`config.mk`:
```
export PLATFORM = sky130hd
export DESIGN_NAME = pipe_mem_stage
export DESIGN_NICKNAME = d
export VERILOG_FILES = /design/src/rtl/pipe_mem_stage.sv
export SDC_FILE = /design/constraint.sdc
export NUM_CORES = 1
export LEC_CHECK = 0
export ABC_AREA = 1
export BUFFER_PORTS_ARGS = -buffer_cell sky130_fd_sc_hd__buf_2
export CAP_MARGIN = 40
export CORE_MARGIN = 8
export CORE_UTILIZATION = 52
export CTS_CLUSTER_DIAMETER = 150
export DETAILED_ROUTE_END_ITERATION = 6
export GPL_ROUTABILITY_DRIVEN = 0
export PLACE_DENSITY = 0.78
export SKIP_CTS_REPAIR_TIMING = 1
export SLEW_MARGIN = 0
export SYNTH_ARGS = -nofsm -noshare
export SYNTH_HDL_FRONTEND = slang
export SYNTH_SLANG_ARGS = --single-unit
```
`constraint.sdc`:
```
create_clock -name clk -period 8.95 [get_ports clk]
set_input_delay 0.895 -clock clk [delete_from_list [all_inputs] [get_ports clk]]
set_output_delay 0.895 -clock clk [all_outputs]
set_load 0.02 [all_outputs]
```
`src/rtl/pipe_mem_stage.sv`:
```
// Memory-access stage with MEM/WB pipeline register: sized loads/stores over a
// req/ack data-memory handshake with timeout, stalling upstream while busy.
module pipe_mem_stage #(
  parameter int unsigned TIMEOUT = 16,
  parameter int unsigned ADDR_W  = 32
) (
  input  logic              clk,
  input  logic              rst,
  input  logic              ex_valid,
  input  logic [31:0]       ex_aluc,
  input  logic [31:0]       ex_rt_data,
  input  logic [31:0]       ex_pc4,
  input  logic              ex_RF_W_ena,
  input  logic [4:0]        ex_RF_waddr,
  input  logic [2:0]        ex_RF_mux_select,
  input  logic              ex_mem_rd,
  input  logic              ex_mem_wr,
  input  logic [1:0]        ex_mem_size,
  input  logic              ex_mem_sign,
  output logic              mem_stall,
  output logic              dmem_req,
  output logic              dmem_we,
  output logic [ADDR_W-1:0] dmem_addr,
  output logic [3:0]        dmem_be,
  output logic [31:0]       dmem_wdata,
  input  logic              dmem_ack,
  input  logic [31:0]       dmem_rdata,
  output logic              wb_valid,
  output logic [31:0]       wb_aluc,
  output logic [31:0]       wb_dmem_out,
  output logic [31:0]       wb_pc4,
  output logic              wb_RF_W_ena,
  output logic [4:0]        wb_RF_waddr,
  output logic [2:0]        wb_RF_mux_select,
  output logic              align_err,
  output logic              bus_err
);

  typedef enum logic {IDLE, ACCESS} state_t;

  localparam int unsigned   CW   = $clog2(TIMEOUT);
  localparam logic [CW-1:0] LAST = CW'(TIMEOUT - 1);

  state_t        state;
  logic [CW-1:0] cnt;

  logic [31:0] lat_aluc, lat_pc4, lat_wdata;
  logic [3:0]  lat_be;
  logic [1:0]  lat_size;
  logic        lat_sign, lat_wr, lat_rfw;
  logic [4:0]  lat_waddr;
  logic [2:0]  lat_sel;

  logic        memop, misalign, access;
  logic [3:0]  st_be;
  logic [31:0] st_wdata, load_data;
  logic [7:0]  byte_v;
  logic [15:0] half_v;

  assign memop    = ex_valid & (ex_mem_rd | ex_mem_wr);
  assign misalign = ((ex_mem_size == 2'b01) & ex_aluc[0]) |
                    (ex_mem_size[1] & (ex_aluc[1:0] != 2'b00));
  assign access   = (state == ACCESS);

  // Lane placement is computed from ex_* and latched, so the bus stays stable.
  always_comb begin
    st_be    = 4'b1111;
    st_wdata = ex_rt_data;
    case (ex_mem_size)
      2'b00: begin
        st_be    = 4'b0001 << ex_aluc[1:0];
        st_wdata = {4{ex_rt_data[7:0]}};
      end
      2'b01: begin
        st_be    = ex_aluc[1] ? 4'b1100 : 4'b0011;
        st_wdata = {2{ex_rt_data[15:0]}};
      end
      default: ;
    endcase
  end

  always_comb begin
    byte_v    = 8'(dmem_rdata >> {lat_aluc[1:0], 3'b000});
    half_v    = lat_aluc[1] ? dmem_rdata[31:16] : dmem_rdata[15:0];
    load_data = dmem_rdata;
    case (lat_size)
      2'b00:   load_data = lat_sign ? {{24{byte_v[7]}}, byte_v} : {24'h0, byte_v};
      2'b01:   load_data = lat_sign ? {{16{half_v[15]}}, half_v} : {16'h0, half_v};
      default: ;
    endcase
    if (lat_wr) load_data = '0;
  end

  assign dmem_req   = access;
  assign dmem_we    = access & lat_wr;
  assign dmem_addr  = access ? {lat_aluc[ADDR_W-1:2], 2'b00} : '0;
  assign dmem_be    = access ? lat_be : '0;
  assign dmem_wdata = access ? lat_wdata : '0;
  assign mem_stall  = !rst && (access ? (!dmem_ack && (cnt != LAST))
                                      : (memop && !misalign));

  always_ff @(posedge clk or posedge rst) begin
    if (rst) begin
      state            <= IDLE;
      cnt              <= '0;
      lat_aluc         <= '0;
      lat_pc4          <= '0;
      lat_wdata        <= '0;
      lat_be           <= '0;
      lat_size         <= '0;
      lat_sign         <= 1'b0;
      lat_wr           <= 1'b0;
      lat_rfw          <= 1'b0;
      lat_waddr        <= '0;
      lat_sel          <= '0;
      wb_valid         <= 1'b0;
      wb_aluc          <= '0;
      wb_dmem_out      <= '0;
      wb_pc4           <= '0;
      wb_RF_W_ena      <= 1'b0;
      wb_RF_waddr      <= '0;
      wb_RF_mux_select <= '0;
      align_err        <= 1'b0;
      bus_err          <= 1'b0;
    end else begin
      align_err <= 1'b0;
      bus_err   <= 1'b0;
      case (state)
        IDLE: begin
          if (memop && !misalign) begin
            state       <= ACCESS;
            cnt         <= '0;
            lat_aluc    <= ex_aluc;
            lat_pc4     <= ex_pc4;
            lat_wdata   <= st_wdata;
            lat_be      <= st_be;
            lat_size    <= ex_mem_size;
            lat_sign    <= ex_mem_sign;
            lat_wr      <= ex_mem_wr;
            lat_rfw     <= ex_RF_W_ena;
            lat_waddr   <= ex_RF_waddr;
            lat_sel     <= ex_RF_mux_select;
            wb_valid    <= 1'b0;
            wb_RF_W_ena <= 1'b0;
          end else begin
            wb_valid         <= ex_valid;
            wb_aluc          <= ex_aluc;
            wb_dmem_out      <= '0;
            wb_pc4           <= ex_pc4;
            wb_RF_waddr      <= ex_RF_waddr;
            wb_RF_mux_select <= ex_RF_mux_select;
            wb_RF_W_ena      <= ex_RF_W_ena & ex_valid & !memop;
            align_err        <= memop;
          end
        end
        ACCESS: begin
          if (dmem_ack || cnt == LAST) begin
            state            <= IDLE;
            wb_valid         <= 1'b1;
            wb_aluc          <= lat_aluc;
            wb_pc4           <= lat_pc4;
            wb_RF_waddr      <= lat_waddr;
            wb_RF_mux_select <= lat_sel;
            wb_dmem_out      <= dmem_ack ? load_data : '0;
            wb_RF_W_ena      <= dmem_ack & lat_rfw;
            bus_err          <= !dmem_ack;
          end else begin
            cnt         <= cnt + 1'b1;
            wb_valid    <= 1'b0;
            wb_RF_W_ena <= 1'b0;
          end
        end
        default: state <= IDLE;
      endcase
    end
  end

endmodule

```
# == After elaboration in Yosys (flattened, before gate mapping) ==
# Cells that the tools add are included.
# word_totals
output_inout_bits,179
ff_bits,226
# op_classes
n_mux,44
reduce_logical,14
n_bitwise,10
shift,2
add_sub_neg,1
n_eq_ne,8
# op_table
operator,n
32-bit 2-to-1 mux,12
32-bit case mux with 2 select lines,5
32-bit by 5-bit >> shifter with 8-bit output,1
16-bit 2-to-1 mux,1
4-bit 2-to-1 mux,4
4-bit case mux with 2 select lines,2
1-bit 2-to-1 mux,11
5-bit 2-to-1 mux,2
5-bit case mux with 2 select lines,1
1-bit bitwise AND,7
3-bit 2-to-1 mux,2
"2-bit inequality test, second input constant",3
1-bit case mux with 2 select lines,3
3-bit case mux with 2 select lines,1
2-bit AND reduction,3
"4-bit by 1-bit adder with 4-bit output, second input constant",1
"2-bit by 1-bit equality test with 1-bit output, second input constant",2
"4-bit equality test, second input constant",1
1-bit logical NOT,4
2-bit logical NOT,2
"4-bit inequality test, second input constant",1
"1-bit by 2-bit << shifter with 4-bit output, first input constant",1
1-bit logical AND,3
"2-bit by 1-bit inequality test with 1-bit output, second input constant",1
other kinds (4),5

# == Longest topological paths before layout ==
# logic_depth
depth_word,7
mapped_depth,11
mapped_depth_nobuf,9

# == Least setup slack after synthesis ==
# OpenSTA, ideal clock, no wires.
# synth_path
kind,input -> output
from,input ex_mem_size[1]
to,output mem_stall
n_path_buf,3
arrival_ps,2072
required_time_ps,8055
stages,10
slack_ps,5983
cell_sequence,buf_6 > nor2_4 > inv_2 > nand2_2 > nand3_2 > buf_6 > nand2_8 > buf_8 > inv_1 > nor2_1
# synth_between
elab_chain_cells,7
elab_cells_between_ends,8
# synth_rtl
element,line_no,source
from (decl),18,"input logic [1:0] ex_mem_size,"
2-bit by 1-bit equality test with 1-bit output,61,assign misalign = ((ex_mem_size == 2'b01) & ex_aluc[0]) |
1-bit bitwise AND,61,
1-bit bitwise OR *,61,
1-bit logical NOT *,100,: (memop && !misalign));
1-bit logical AND *,100,
1-bit 2-to-1 mux *,99,assign mem_stall = !rst && (access ? (!dmem_ack && (cnt != LAST))
1-bit logical AND *,99,
to (decl),20,"output logic mem_stall,"
# Mark *: on every way between the ends. The rest lies on a longest branch, timed or not.

# == Worst setup path in the final report ==
# layout_path
from,"register state, in the netlist dmem_req"
to,output mem_stall
# layout_between
elab_chain_cells,2
# layout_rtl
element,line_no,source
from (decl),44,state_t state;
from (signal assigned),104,state <= IDLE;
from (signal assigned),131,state <= ACCESS;
from (signal assigned),158,state <= IDLE;
1-bit 2-to-1 mux,99,
1-bit logical AND,99,
# No other way between the ends.

==> metrics.md <==
| Metric | Value |
|---|---|
| Num CTS Buffers | `24` |
| Initial antenna violation count | `1` |
| Bufs on Longest Clock Path | `3` |
| P per Cell Area | `251 nW/µm²` |
| Hold Fails Final Rpt | `0` |
| Final hold slack | `0.477 ns` |
| Outcome | `completed` |
| Commonest cells after routing, fill and taps aside | `492 x nand2_1, 322 x buf_2, 225 x dfrtp_1` |
| Routed WL | `32,100 µm` |
| Avg Synthesized Cell Area | `8.04 µm²` |
| Die H | `157 µm` |
| Drt wl/cell | `17.3 µm` |
| Initial core utilization | `53.3%` |
| Nets | `1,720` |
| GRT Overall Usage | `25.0%` |
| Largest vdd supply drop | `0.146 mV` |
| Worst-Skew Late Latency | `0.51 ns` |
| Htree depth | `1` |
| Period utilisation layout | `41.4%` |
| Detail Route Antenna Nets | `0` |
| Synthesized cell area | `10,400 µm²` |
| RSZ-0062 raised after global routing | `false` |
| Met3 usage | `5.95%` |
| First-pass GRT wire length | `50,000 µm` |
| Final HPWL DP | `22,300 µm` |
| Met2 Resource Use GR | `39.6%` |
| Fraction of layout cells with a size suffix above 1 | `24.5%` |
| Hold depth | `2` |
| Mapped Cells | `1,294` |
| CP endpoint kind | `output pin` |
| Number of max-cap violations | `0` |
| Root buf cell | `clkbuf_16` |
| PortBufs | `322` |
| Layout area overhead | `23.9%` |
| Final Critical Period | `3.70 ns` |
| DR vias/cell | `5.26` |
| Synth unique cells | `34` |
| Final Util | `66.0%` |
| Startpoint Class | `register` |
| Reg2Reg Setup Slack | `5.96 ns` |
| Cells taking the most area after synthesis | `dfrtp_1 54%, nand2_1 18%, o21ai_0 5.9%, inv_1 3.8%, a21oi_1 3.5%` |
| Full die area | `24,800 µm²` |
| Post-route cell area | `12,900 µm²` |
| Least-Margin Pin Slew | `0.927 ns` |
| Met1 Usage GRT | `32.7%` |
| CTS tree | `yes` |
| Placed inst area | `12,100 µm²` |
| Sum of negative setup slack | `0 ns` |
| Finish-stage setup viols | `0` |
| Synth top area share | `54.4%` |
| Data arrival, critical path | `2.81 ns` |
| Clock skew | `0.0140 ns` |
| Slew HR | `38.2%` |
| Clk slew on worst S/H paths | `0.07 ns` |
| Worst endpoint required time | `8.06 ns` |
| Ys Warns | `0` |
| IO Pins | `325` |
| Slew Limit Fails | `0` |
| WS Path Type | `reg -> out` |
| Busiest grt layer | `met2` |
| FF-to-FF path depth | `4` |
| Die width | `157 µm` |
| Vias in the first global route | `9,622` |
| Lkg Pwr | `0.00741 µW` |
| Max Fclk | `0.270 GHz` |
| Gr ovfl total | `0` |
| Clock Sinks | `226` |
| Residual DRC | `0` |
| Yosys top cell by area | `dfrtp_1` |
| Post-synthesis sequential area ratio | `54.4%` |
| DRT iter0 DRCs | `734` |
| #FFs+latches synth | `226` |
| Largest net degree at the start of global routing | `107` |
| Rows | `51` |
| HP Class | `reg -> reg` |
| Drt pass-1 iters | `5` |
| Worst Path Max Fanout | `92` |
| Most common cell after layout, fill and taps aside | `nand2_1` |
| DR vias | `9,762` |
| CORE AREA | `19,500 µm²` |
metal layers:
metal / wire, µm / up-vias
met5: 0 / -
met4: 1130 / 0
met3: 3000 / 66
met2: 14900 / 501
met1: 13100 / 4527
li1: - / 4668
synth_stat cells:
| cell type | instances |
|---|---|
| o21a_1 | 6 |
| o22ai_1 | 6 |
| o211ai_1 | 7 |
| inv_2 | 4 |
| o21ai_1 | 37 |
| buf_8 | 1 |
| o41ai_1 | 1 |
| nand3_1 | 35 |
| nand2_1 | 492 |
| nor3_1 | 2 |
| buf_1 | 2 |
| nor2_2 | 1 |
| or2_2 | 2 |
| nor4_1 | 1 |
| nor2_4 | 1 |
| nand2_8 | 1 |
| conb_1 | 1 |
| buf_4 | 8 |
| buf_6 | 8 |
| a31oi_1 | 6 |
| o21bai_1 | 1 |
| buf_2 | 16 |
| ha_1 | 1 |
| a21oi_1 | 73 |
| a21o_1 | 2 |
| nand2_2 | 4 |
| nand3_2 | 1 |
| clkinv_1 | 2 |
| clkbuf_1 | 46 |
| dfrtp_1 | 226 |
| o21ai_0 | 122 |
| inv_1 | 106 |
| nor2_1 | 38 |
| a21boi_0 | 34 |
path summary, 6_finish.rpt:
kind | startpoint | endpoint
max in group asynchronous | rst | dmem_req
setup reg to reg | dmem_req | wb_aluc[11]
hold / removal | lat_aluc[25] | lat_aluc[25]
min in group asynchronous | rst | wb_pc4[12]
hold reg to reg | lat_aluc[25] | lat_aluc[25]
setup / recovery | dmem_req | mem_stall
report_power, final:
group | internal [µW] | leakage, µW | switching (µW) | total (µW)
clock | 603 | 0.000386 | 408 | 1010
combinational | 271 | 0.00417 | 565 | 836
sequential | 1240 | 0.00285 | 150 | 1390
state kept, by name (all words and copies together) (netlist names), 2 cells and up:
register          cells
cnt                   4
lat_aluc             32
lat_be                4
lat_pc4              32
lat_sel               3
lat_size              2
lat_waddr             5
lat_wdata            32
wb_RF_mux_select      3
wb_RF_waddr           5
wb_aluc              32
wb_dmem_out          32
wb_pc4               32
worst max-delay path: stages, from the launching register on:
cell	delay, ns
dfrtp_4	0.89
nand3_1	0.36
nand2_8	0.46
inv_1	0.21
nor2_1	0.12
buf_2	0.17
area by class of cell:
class | instances | area (µm²)
antenna | 1 | 2.50
inverter | 112 | 428
clock buffer | 33 | 696
clock inverter | 11 | 118
tap | 265 | 332
fill | 1656 | 6630
sequential | 226 | 5660
timing repair buffer | 333 | 1750
multi-input combinational | 876 | 3910
logic make-up (layout without fill, tap and decap cells):
group	after synthesis	after routing	share of synthesized area [%]
flip-flops	226	226	54.4
other	1	3	0.0360
AO/OA/AOI/OAI	295	295	15.6
AND/OR/NAND/NOR	578	578	21.8
adder cells (fa/ha/maj)	1	1	0.120
buffers and inverters	193	489	8.13
through the flow:
stage | setup slack [ns] | instances | power, µW
floorplan | 1.86 | 1295 | 1930
global placement | 5.34 | 1808 | 2200
detailed placement | 5.31 | 1812 | 2240
CTS | 5.24 | 1856 | 3250
global route | 5.05 | 1857 | 3410
finish | 5.25 | 1857 | 3240
(Power assumes the default switching activity.)
